`config.mk`:
```
export PLATFORM = sky130hd
export DESIGN_NAME = ethernet_receiver
export DESIGN_NICKNAME = d
export VERILOG_FILES = /design/src/rtl/eth_rx_pkg.sv /design/src/rtl/crc32_d8_rx.sv /design/src/rtl/ethernet_receiver.sv
export SDC_FILE = /design/constraint.sdc
export NUM_CORES = 1
export LEC_CHECK = 0
export CAP_MARGIN = 40
export CORE_UTILIZATION = 55
export CTS_BUF_LIST = sky130_fd_sc_hd__clkbuf_4 sky130_fd_sc_hd__clkbuf_8
export DETAILED_ROUTE_END_ITERATION = 10
export PLACE_DENSITY = 0.85
export SYNTH_ARGS = -nofsm -noshare
export SYNTH_HDL_FRONTEND = slang
export SYNTH_SLANG_ARGS = --single-unit
```
`constraint.sdc`:
```
create_clock -name clk -period 6.3 [get_ports clk]
set_clock_uncertainty 0.2 [all_clocks]
set_input_delay 1.575 -clock clk [delete_from_list [all_inputs] [get_ports clk]]
set_output_delay 1.575 -clock clk [all_outputs]
set_load 0.05 [all_outputs]
```
`src/rtl/eth_rx_pkg.sv`:
```
// Shared constants and enums for the byte-wide Ethernet receiver.
package eth_rx_pkg;

  localparam int unsigned HDR_LEN   = 14;
  localparam int unsigned FCS_LEN   = 4;
  localparam int unsigned MAC_BYTES = 6;

  localparam logic [7:0]  PREAMBLE_BYTE = 8'h55;
  localparam logic [7:0]  SFD_BYTE      = 8'hD5;
  localparam logic [47:0] BROADCAST_MAC = 48'hFFFF_FFFF_FFFF;

  localparam logic [31:0] CRC_INIT      = 32'hFFFF_FFFF;
  localparam logic [31:0] CRC_RESIDUE   = 32'hDEBB_20E3;
  localparam logic [31:0] CRC_POLY_REFL = 32'hEDB8_8320;

  typedef enum logic [2:0] {
    ST_IDLE,
    ST_PREAMBLE,
    ST_HEADER,
    ST_PAYLOAD,
    ST_TAIL,
    ST_DROP,
    ST_DONE
  } rx_state_t;

  typedef enum logic [2:0] {
    ERR_NONE   = 3'd0,
    ERR_CRC    = 3'd1,
    ERR_RUNT   = 3'd2,
    ERR_TRUNC  = 3'd3,
    ERR_LEN    = 3'd4,
    ERR_RXER   = 3'd5,
    ERR_FILTER = 3'd6
  } rx_err_t;

endpackage

```
`src/rtl/crc32_d8_rx.sv`:
```
// Reflected CRC-32 register, advanced one byte (LSB first) per enabled cycle.
module crc32_d8_rx (
  input  logic        clk,
  input  logic        rst_n,
  input  logic        en,
  input  logic        clr,
  input  logic [7:0]  data,
  output logic [31:0] crc
);
  import eth_rx_pkg::*;

  function automatic logic [31:0] crc_step(input logic [31:0] c, input logic [7:0] d);
    logic [31:0] r;
    r = c ^ {24'd0, d};
    for (int i = 0; i < 8; i++) begin
      r = r[0] ? ((r >> 1) ^ CRC_POLY_REFL) : (r >> 1);
    end
    return r;
  endfunction

  logic [31:0] crc_next;

  assign crc_next = crc_step(crc, data);

  always_ff @(posedge clk or negedge rst_n) begin
    if (!rst_n) begin
      crc <= CRC_INIT;
    end else if (clr) begin
      crc <= CRC_INIT;
    end else if (en) begin
      crc <= crc_next;
    end
  end

endmodule

```
`src/rtl/ethernet_receiver.sv`:
```
// Byte-wide Ethernet frame receiver: strips framing/pad, streams payload, checks FCS.
// Optional destination filtering is compiled in with RX_MAC_FILTER_EN.
module ethernet_receiver #(
  parameter logic [47:0] LOCAL_MAC = 48'hCA36_9F2B_47D8,
  parameter int unsigned MAX_LEN   = 1500,
  parameter int unsigned MIN_FRAME = 64
) (
  input  logic        clk,
  input  logic        rst_n,
  input  logic        rx_dv,
  input  logic [7:0]  rx_data,
  input  logic        rx_er,
  output logic [7:0]  data_out,
  output logic        valid_out,
  output logic        sof,
  output logic        frame_done,
  output logic        crc_ok,
  output logic        frame_err,
  output logic [2:0]  err_code,
  output logic [47:0] src_mac,
  output logic [15:0] rx_len
);
  import eth_rx_pkg::*;

`ifdef RX_MAC_FILTER_EN
  localparam bit FILTER_EN = 1'b1;
`else
  localparam bit FILTER_EN = 1'b0;
`endif

  rx_state_t   state_q, state_d;
  logic [15:0] byte_cnt_q, byte_cnt_d, byte_inc;
  logic [55:0] hdr_sr_q, hdr_sr_d;
  logic        er_seen_q, er_seen_d;
  rx_err_t     drop_code_q, drop_code_d;
  rx_err_t     done_code;

  logic [7:0]  data_out_d;
  logic        valid_d, sof_d, frame_done_d, crc_ok_d, frame_err_d;
  logic [2:0]  err_code_d;
  logic [47:0] src_mac_d;
  logic [15:0] rx_len_d;

  logic        crc_en, crc_clr;
  logic [31:0] crc_q;
  logic [15:0] len_field;
  logic [47:0] dest_mac;
  logic        dest_hit;

  crc32_d8_rx u_crc (
    .clk   (clk),
    .rst_n (rst_n),
    .en    (crc_en),
    .clr   (crc_clr),
    .data  (rx_data),
    .crc   (crc_q)
  );

  // Header fields are assembled from the shift register plus the byte being sampled.
  assign len_field = {hdr_sr_q[7:0], rx_data};
  assign dest_mac  = {hdr_sr_q[39:0], rx_data};
  assign dest_hit  = (dest_mac == BROADCAST_MAC) || (dest_mac == LOCAL_MAC);
  assign byte_inc  = (byte_cnt_q == 16'hFFFF) ? byte_cnt_q : byte_cnt_q + 16'd1;

  always_comb begin
    state_d      = state_q;
    byte_cnt_d   = byte_cnt_q;
    hdr_sr_d     = hdr_sr_q;
    er_seen_d    = er_seen_q;
    drop_code_d  = drop_code_q;
    done_code    = ERR_NONE;
    data_out_d   = data_out;
    valid_d      = 1'b0;
    sof_d        = 1'b0;
    frame_done_d = 1'b0;
    crc_ok_d     = crc_ok;
    frame_err_d  = frame_err;
    err_code_d   = err_code;
    src_mac_d    = src_mac;
    rx_len_d     = rx_len;
    crc_en       = 1'b0;
    crc_clr      = 1'b0;

    case (state_q)
      ST_IDLE: begin
        drop_code_d = ERR_NONE;
        if (rx_dv && rx_data == PREAMBLE_BYTE) state_d = ST_PREAMBLE;
      end

      ST_PREAMBLE: begin
        if (!rx_dv) begin
          state_d = ST_IDLE;
        end else if (rx_data == SFD_BYTE) begin
          state_d     = ST_HEADER;
          crc_clr     = 1'b1;
          byte_cnt_d  = 16'd0;
          er_seen_d   = 1'b0;
          drop_code_d = ERR_NONE;
        end else if (rx_data != PREAMBLE_BYTE) begin
          state_d = ST_DROP;
        end
      end

      ST_HEADER: begin
        if (!rx_dv) begin
          state_d = ST_DONE;
        end else begin
          crc_en     = 1'b1;
          byte_cnt_d = byte_inc;
          hdr_sr_d   = {hdr_sr_q[47:0], rx_data};
          if (rx_er) er_seen_d = 1'b1;
          if (FILTER_EN && byte_cnt_q == 16'(MAC_BYTES - 1) && !dest_hit) begin
            state_d     = ST_DROP;
            drop_code_d = ERR_FILTER;
          end else if (byte_cnt_q == 16'(HDR_LEN - 1)) begin
            if (len_field == 16'd0 || len_field > 16'(MAX_LEN)) begin
              state_d     = ST_DROP;
              drop_code_d = ERR_LEN;
            end else begin
              state_d   = ST_PAYLOAD;
              rx_len_d  = len_field;
              src_mac_d = hdr_sr_q[55:8];
            end
          end
        end
      end

      ST_PAYLOAD: begin
        if (!rx_dv) begin
          state_d = ST_DONE;
        end else begin
          crc_en     = 1'b1;
          byte_cnt_d = byte_inc;
          if (rx_er) er_seen_d = 1'b1;
          valid_d    = 1'b1;
          data_out_d = rx_data;
          sof_d      = (byte_cnt_q == 16'(HDR_LEN));
          if (byte_cnt_q == 16'(HDR_LEN) + rx_len - 16'd1) state_d = ST_TAIL;
        end
      end

      ST_TAIL: begin
        if (!rx_dv) begin
          state_d = ST_DONE;
        end else begin
          crc_en     = 1'b1;
          byte_cnt_d = byte_inc;
          if (rx_er) er_seen_d = 1'b1;
        end
      end

      ST_DROP: begin
        // Preamble errors carry no code and vanish without a frame_done.
        if (!rx_dv) state_d = (drop_code_q != ERR_NONE) ? ST_DONE : ST_IDLE;
      end

      ST_DONE: begin
        if (drop_code_q != ERR_NONE)                                      done_code = drop_code_q;
        else if (er_seen_q)                                               done_code = ERR_RXER;
        else if (byte_cnt_q < 16'(HDR_LEN) + rx_len + 16'(FCS_LEN))       done_code = ERR_TRUNC;
        else if (byte_cnt_q < 16'(MIN_FRAME))                             done_code = ERR_RUNT;
        else if (crc_q != CRC_RESIDUE)                                    done_code = ERR_CRC;
        else                                                              done_code = ERR_NONE;
        frame_done_d = 1'b1;
        err_code_d   = done_code;
        frame_err_d  = (done_code != ERR_NONE);
        crc_ok_d     = (crc_q == CRC_RESIDUE);
        drop_code_d  = ERR_NONE;
        state_d      = (rx_dv && rx_data == PREAMBLE_BYTE) ? ST_PREAMBLE : ST_IDLE;
      end

      default: state_d = ST_IDLE;
    endcase
  end

  always_ff @(posedge clk or negedge rst_n) begin
    if (!rst_n) begin
      state_q     <= ST_IDLE;
      byte_cnt_q  <= 16'd0;
      hdr_sr_q    <= 56'd0;
      er_seen_q   <= 1'b0;
      drop_code_q <= ERR_NONE;
      data_out    <= 8'd0;
      valid_out   <= 1'b0;
      sof         <= 1'b0;
      frame_done  <= 1'b0;
      crc_ok      <= 1'b0;
      frame_err   <= 1'b0;
      err_code    <= 3'd0;
      src_mac     <= 48'd0;
      rx_len      <= 16'd0;
    end else begin
      state_q     <= state_d;
      byte_cnt_q  <= byte_cnt_d;
      hdr_sr_q    <= hdr_sr_d;
      er_seen_q   <= er_seen_d;
      drop_code_q <= drop_code_d;
      data_out    <= data_out_d;
      valid_out   <= valid_d;
      sof         <= sof_d;
      frame_done  <= frame_done_d;
      crc_ok      <= crc_ok_d;
      frame_err   <= frame_err_d;
      err_code    <= err_code_d;
      src_mac     <= src_mac_d;
      rx_len      <= rx_len_d;
    end
  end

endmodule

```
### After elaboration in Yosys (flattened, before gate mapping)

Index checks and enable logic that the tools add are counted.

| word-level totals | value |
|---|---|
| word-level logic and storage cells | 134 |
| input bits | 12 |
| register bits after elaboration | 191 |

| operators by class | value |
|---|---|
| reductions and logical operators | 18 |
| equal/unequal tests | 29 |
| $lt $le $gt $ge | 3 |
| add/sub/neg operators | 4 |
| mux-type cells | 55 |
| bitwise operators | 10 |

Operator list:

| operator | number |
|---|---|
| two-way mux 32 bit | 10 |
| NOT 13 -> 14 bit | 8 |
| two-way mux 16 bit | 4 |
| two-way mux 3 bit | 20 |
| equality test 16 x 4 -> 1 bit (second input constant) | 2 |
| equality test 32 bit (second input constant) | 1 |
| != test 32 bit (second input constant) | 1 |
| one-hot mux 16 bit (2 select lines) | 1 |
| XOR 32 x 8 -> 32 bit | 1 |
| one-hot mux 3 bit (7 select lines) | 1 |
| != test 2 bit (second input constant) | 9 |
| adder 16 x 1 -> 16 bit (second input constant) | 1 |
| adder 16 x 3 -> 16 bit (second input constant) | 1 |
| adder 4 x 16 -> 16 bit (first input constant) | 1 |
| equality test 16 bit | 1 |
| equality test 16 bit (second input constant) | 1 |
| greater-than comparator 16 x 11 -> 1 bit (second input constant) | 1 |
| logical NOT 16 bit | 1 |
| < comparator 16 bit | 1 |
| < comparator 16 x 7 -> 1 bit (second input constant) | 1 |
| subtractor 16 x 1 -> 16 bit (second input constant) | 1 |
| two-way mux 1 bit | 15 |
| AND reduction 6 bit | 2 |
| AND reduction 5 bit | 2 |
| 22 further kinds | 32 |

### Logic depth before layout (Yosys ltp)

| depth | value |
|---|---|
| depth in word-level cells | 19 |
| gate-level depth with buffers | 22 |
| gate-level depth less buffers | 19 |

### Hierarchy

Synthesis repeated with hierarchy kept, for this count alone.

| unflattened totals | value |
|---|---|
| cell total of the unflattened synthesis | 899 |
| area total of the unflattened synthesis | 10177.3 um^2 |

Modules (own cells, without submodules):

| module | instances | area an instance (um^2) | cells each | seq. area each (um^2) |
|---|---|---|---|---|
| ethernet_receiver | 1 | 8099.0 | 707 | 3928.8 |
| crc32_d8_rx | 1 | 2078.2 | 192 | 840.8 |

### Worst setup path after synthesis

OpenSTA, ideal clock, no wires.

| timing | value |
|---|---|
| path kind | register to register |
| start point | reg rx_len[1] |
| end point | reg err_code[0] |
| period minus slack after synthesis | 4.496 ns |
| slack | 1.804 ns |
| arrival time | 4.175 ns |
| required time | 5.979 ns |
| path buffers | 3 |
| stages on the path, launching flop included | 19 |
| path through | dfrtp_1 buf_2 inv_1 ha_1 buf_2 nor2b_1 buf_2 xnor2_1 a31oi_1 nand4b_1 nor4_1 or3b_2 xnor2_1 ha_1 nand4_1 nor3_1 o21ai_0 a21bo_2 a22o_1 |

| on the way | value |
|---|---|
| cells in the longest elaborated chain, start to end | 7 |

RTL lines:

| item | RTL line | source |
|---|---|---|
| from (decl) | ethernet_receiver.sv:21 | `output logic [15:0] rx_len` |
| from (signal assigned) | ethernet_receiver.sv:206 | `rx_len <= rx_len_d;` |
| adder 4 x 16 -> 16 bit | ethernet_receiver.sv:160 | `else if (byte_cnt_q < 16'(HDR_LEN) + rx_len + 16'(FCS_LEN)) done_code = ERR_TRUNC;` |
| adder 16 x 3 -> 16 bit | ethernet_receiver.sv:160 |  |
| < comparator 16 bit | ethernet_receiver.sv:160 |  |
| two-way mux 2 bit | ethernet_receiver.sv:160 |  |
| two-way mux 3 bit | ethernet_receiver.sv:159 | `else if (er_seen_q) done_code = ERR_RXER;` |
| two-way mux 3 bit | ethernet_receiver.sv:158 | `if (drop_code_q != ERR_NONE) done_code = drop_code_q;` |
| two-way mux 3 bit | ethernet_receiver.sv:84 | `case (state_q)` |
| to (signal assigned) | ethernet_receiver.sv:204 | `err_code <= err_code_d;` |
| to (decl) | ethernet_receiver.sv:19 | `output logic [2:0] err_code,` |

Every way passes these cells. The select of a mux whose other input is x is not followed.
A chain may end at the register's enable or synchronous reset.

### Worst setup path in the final report

| timing | value |
|---|---|
| start point | reg rx_len[1] |
| end point | reg frame_err |

| on the way | value |
|---|---|
| cells in the longest elaborated chain, start to end | 8 |

RTL lines:

| item | RTL line | source |
|---|---|---|
| adder 4 x 16 -> 16 bit | ethernet_receiver.sv:160 |  |
| adder 16 x 3 -> 16 bit | ethernet_receiver.sv:160 |  |
| < comparator 16 bit | ethernet_receiver.sv:160 |  |
| two-way mux 2 bit | ethernet_receiver.sv:160 |  |
| two-way mux 3 bit | ethernet_receiver.sv:159 |  |
| two-way mux 3 bit | ethernet_receiver.sv:158 |  |
| two-way mux 3 bit | ethernet_receiver.sv:84 |  |
| nonzero test 3 bit | ethernet_receiver.sv:166 | `frame_err_d = (done_code != ERR_NONE);` |
| to (signal assigned) | ethernet_receiver.sv:203 | `frame_err <= frame_err_d;` |
| to (decl) | ethernet_receiver.sv:18 | `output logic frame_err,` |

Every way passes these cells. The select of a mux whose other input is x is not followed.

==> results.sh <==
export IMPL_synth_edf_count=0
export IMPL_hpwl_um=15500
export IMPL_fraction_of_registers_with_async_set_reset=1.00
export IMPL_standard_cell_row_count=49
export IMPL_final_cells=1227
export IMPL_antenna_found_initial=0
export IMPL_critical_path_arrival_ps=4980
export IMPL_dieArea_um2=18800
export IMPL_final_layout_size_suffix_gt1_frac=0.204
export IMPL_postSynthNetCount=955
export IMPL_finalCriticalPeriod_ps=4850
export IMPL_setup_viol_count_final=0
export IMPL_grt_busiest_layer="met2"
export IMPL_post_route_worst_setup_slack_ps=1450
export IMPL_dpl_cell_count=1195
export IMPL_grt_max_degree=98
export IMPL_cts_post_setup_buffers_inserted=0
export IMPL_r2r_setup_slack_ps=1450
export IMPL_placeableCoreArea_um2=18000
export IMPL_syn2layout_area_growth_pct=14.2
export IMPL_endpoint_kind="register"
export IMPL_fmax_mhz=206
export IMPL_number_of_global_route_vias_before_repair=7163
export IMPL_ranking_of_synthesized_cells_by_instance_count="157 x sky130_fd_sc_hd__dfrtp_1, 114 x sky130_fd_sc_hd__mux2_2, 76 x sky130_fd_sc_hd__xnor2_1, 67 x sky130_fd_sc_hd__nand2_1, 48 x sky130_fd_sc_hd__xor2_1"
export IMPL_crit_path_start="rx_len[1]"
export IMPL_hp_class="register to register"
export IMPL_postSynthRegisterBits=189
export IMPL_post_route_drc_count=0
export IMPL_ir_worst_vdd_mv=0.530
export IMPL_post_synth_num_cell_types=72
export IMPL_met1_usage=0.342
export IMPL_status="finished, final reports clean"
export IMPL_clock_sink_count=189
export IMPL_postPlaceCellArea_um2=11100
export IMPL_mappedNetlistArea_um2=10100
export IMPL_die_w_um=137
export IMPL_timing_slew_headroom=0.434
export IMPL_clk_latency_ps=470
export IMPL_antenna_cells=0
export IMPL_postLayoutCellArea_um2=11500
export IMPL_initialDrtViolationCount=651
export IMPL_drt_wl_total_um=21900
export IMPL_worst_r2r_path_depth=15
export IMPL_yosysMostFrequentCell="sky130_fd_sc_hd__dfrtp_1"
export IMPL_synth_top_flop_cell="sky130_fd_sc_hd__dfrtp_1"
export IMPL_nNetsFinal=1021
export IMPL_p_leak_nw=4.99
export IMPL_gpl_final_weighted_congestion=0.902
export IMPL_synthTopCellsByArea="sky130_fd_sc_hd__dfrtp_1 39%, sky130_fd_sc_hd__mux2_2 13%, sky130_fd_sc_hd__dfstp_2 8.4%"
export IMPL_viasPerCell=5.95
export IMPL_grt_use_total=0.249
export IMPL_hold_viol=0
export IMPL_worstReg2RegStart="rx_len[1]"
export IMPL_tritoncts_num_buffers=17
export IMPL_tritoncts="yes"
export IMPL_clockRootBuffer="sky130_fd_sc_hd__clkbuf_8"
export IMPL_pin_count=92
export IMPL_setup_tns_ps=0
export IMPL_worst_setup_hold_path_clk_slew_ps=100
export IMPL_postSynthCellCount=919
export IMPL_placement_setup_worst_slack_ps=1520
export IMPL_grt_overflow_total=0
export IMPL_synthDominantCellAreaShare=0.390
export IMPL_critical_path_reg2reg_endpoint="frame_err"
export IMPL_syn_avg_cell_area_um2=11.0
export IMPL_synth_yosys_seq_area_share=0.474
export IMPL_fillerInstances=1380
export IMPL_holdBufCountCts=0
export IMPL_timing_critical_path_to="frame_err"
export IMPL_grtUsageMet2=0.406
export IMPL_synth_yosys_warnings=0
export IMPL_cts_max_level=4
export IMPL_use_met3=0.0375
export IMPL_post_route_period_util=0.769
export IMPL_cp_start_kind="register"
export IMPL_design_power_total_mw=4.22
export IMPL_timing_worst_slew_pin_value_ps=838
export IMPL_num_vias=7298
export IMPL_max_cap_violations=0
export IMPL_cellPowerDensity_nw_per_um2=367
export IMPL_start_util=0.560
export IMPL_slew_violations=0
export IMPL_synth_top_area_cell="sky130_fd_sc_hd__dfrtp_1"
export IMPL_final_antenna_net_count=0
export IMPL_worst_ep_required_time_ps=6430
export IMPL_post_drt_wl_per_cell_um=17.9
export IMPL_port_buffers=91
export IMPL_timing_setup_critical_path_class="register to register"
export IMPL_die_height_um=137
export IMPL_rsz_0062_raised_after_global_routing="no"
export IMPL_post_cts_resize_count=0
export IMPL_crit_fanout=13
export IMPL_clockBufferDepth=2
export IMPL_detailedRoute_firstPassIterationCount=5
export IMPL_grt_first_pass_wirelength_um=36400
[layer usage]
| layer | vias up | wire, µm |
|---|---|---|
| met5 | - | 0 |
| met4 | 0 | 417 |
| met3 | 41 | 968 |
| met2 | 217 | 10700 |
| met1 | 3664 | 9790 |
| li1 | 3376 | - |
[final cells by class]
type | count | area (µm²) | area share
flip-flops and latches | 189 | 4770 | 0.415
clock inverters | 14 | 138 | 0.0120
inverters | 20 | 75.1 | 0.00653
multi-input cells | 658 | 5000 | 0.435
well taps | 229 | 287 | 0.0249
clock buffers | 18 | 248 | 0.0216
repair buffers | 99 | 975 | 0.0848
[critical path, stage by stage (launching register included)]
cell and delay [ps]:
sky130_fd_sc_hd__dfrtp_1 530, sky130_fd_sc_hd__inv_1 110, sky130_fd_sc_hd__ha_1 300, sky130_fd_sc_hd__nor2b_1 540, sky130_fd_sc_hd__xnor2_1 190, sky130_fd_sc_hd__a31oi_1 110
sky130_fd_sc_hd__nand4b_1 290, sky130_fd_sc_hd__nor4_1 640, sky130_fd_sc_hd__or3b_2 520, sky130_fd_sc_hd__xnor2_1 150, sky130_fd_sc_hd__ha_1 300, sky130_fd_sc_hd__nand4_1 100
sky130_fd_sc_hd__nor3_1 190, sky130_fd_sc_hd__o21ai_0 130, sky130_fd_sc_hd__a21boi_0 300, sky130_fd_sc_hd__a31oi_1 130
[placed cells by master, fill, tap and decap left out, types with 5 or more instances in the layout]
| cell type | n |
|---|---|
| sky130_fd_sc_hd__a21oi_1 | 47 |
| sky130_fd_sc_hd__a31oi_1 | 7 |
| sky130_fd_sc_hd__and2_1 | 10 |
| sky130_fd_sc_hd__and3_1 | 5 |
| sky130_fd_sc_hd__buf_4 | 8 |
| sky130_fd_sc_hd__clkbuf_8 | 19 |
| sky130_fd_sc_hd__clkdlybuf4s50_1 | 90 |
| sky130_fd_sc_hd__dfrtp_1 | 157 |
| sky130_fd_sc_hd__dfstp_2 | 32 |
| sky130_fd_sc_hd__ha_1 | 24 |
| sky130_fd_sc_hd__inv_1 | 19 |
| sky130_fd_sc_hd__mux2_2 | 114 |
| sky130_fd_sc_hd__nand2_1 | 67 |
| sky130_fd_sc_hd__nand2b_1 | 7 |
| sky130_fd_sc_hd__nand3_1 | 17 |
| sky130_fd_sc_hd__nand4_1 | 15 |
| sky130_fd_sc_hd__nand4b_1 | 8 |
| sky130_fd_sc_hd__nor2_1 | 43 |
| sky130_fd_sc_hd__nor2b_1 | 6 |
| sky130_fd_sc_hd__nor3_1 | 34 |
| sky130_fd_sc_hd__nor4_1 | 16 |
| sky130_fd_sc_hd__o21a_1 | 9 |
| sky130_fd_sc_hd__o21ai_0 | 28 |
| sky130_fd_sc_hd__or3_1 | 5 |
| sky130_fd_sc_hd__xnor2_1 | 76 |
| sky130_fd_sc_hd__xor2_1 | 48 |
[sequential cells by signal, indices dropped and copies added, names as in the netlist]
signal,cells
hdr_sr_q,56
src_mac,48
u_crc.crc,32
byte_cnt_q,16
rx_len,16
data_out,8
err_code,3
state_q,3
crc_ok,1
drop_code_q,1
er_seen_q,1
frame_done,1
frame_err,1
sof,1
valid_out,1
[worst min path at each step]
stage	startpoint	endpoint	slack [ps]	depth (start not counted)
detailed placement	data_out[6]	data_out[6]	270	2
CTS	data_out[6]	data_out[6]	300	2
finish	data_out[6]	data_out[6]	300	2
floorplan	hdr_sr_q[48]	src_mac[40]	280	1
global route	data_out[3]	data_out[3]	330	2
global placement	data_out[0]	data_out[0]	270	2
[through the flow]
step / utilization / hold WS (ps)
6_report: 0.640 / 300
4_1_cts: 0.640 / 304
3_5_place_dp: 0.618 / 271
3_3_place_gp: 0.618 / 266
2_1_floorplan: - / 277
5_1_grt: 0.640 / 328
[power breakdown]
group / switching, mW / internal [mW]
registers: 0.247 / 1.52
logic: 0.928 / 0.741
clock network: 0.449 / 0.332
[logic make-up after synthesis]
group,after synthesis,synth area share
flip-flops,189,0.474
AND/OR/NAND/NOR,260,0.137
multiplexers,116,0.130
XOR/XNOR,127,0.114
buffers and inverters,72,0.0303
adder cells (fa/ha/maj),24,0.0298
AO/OA/AOI/OAI,131,0.0846
No activity file was read; power rests on OpenSTA's default activity.
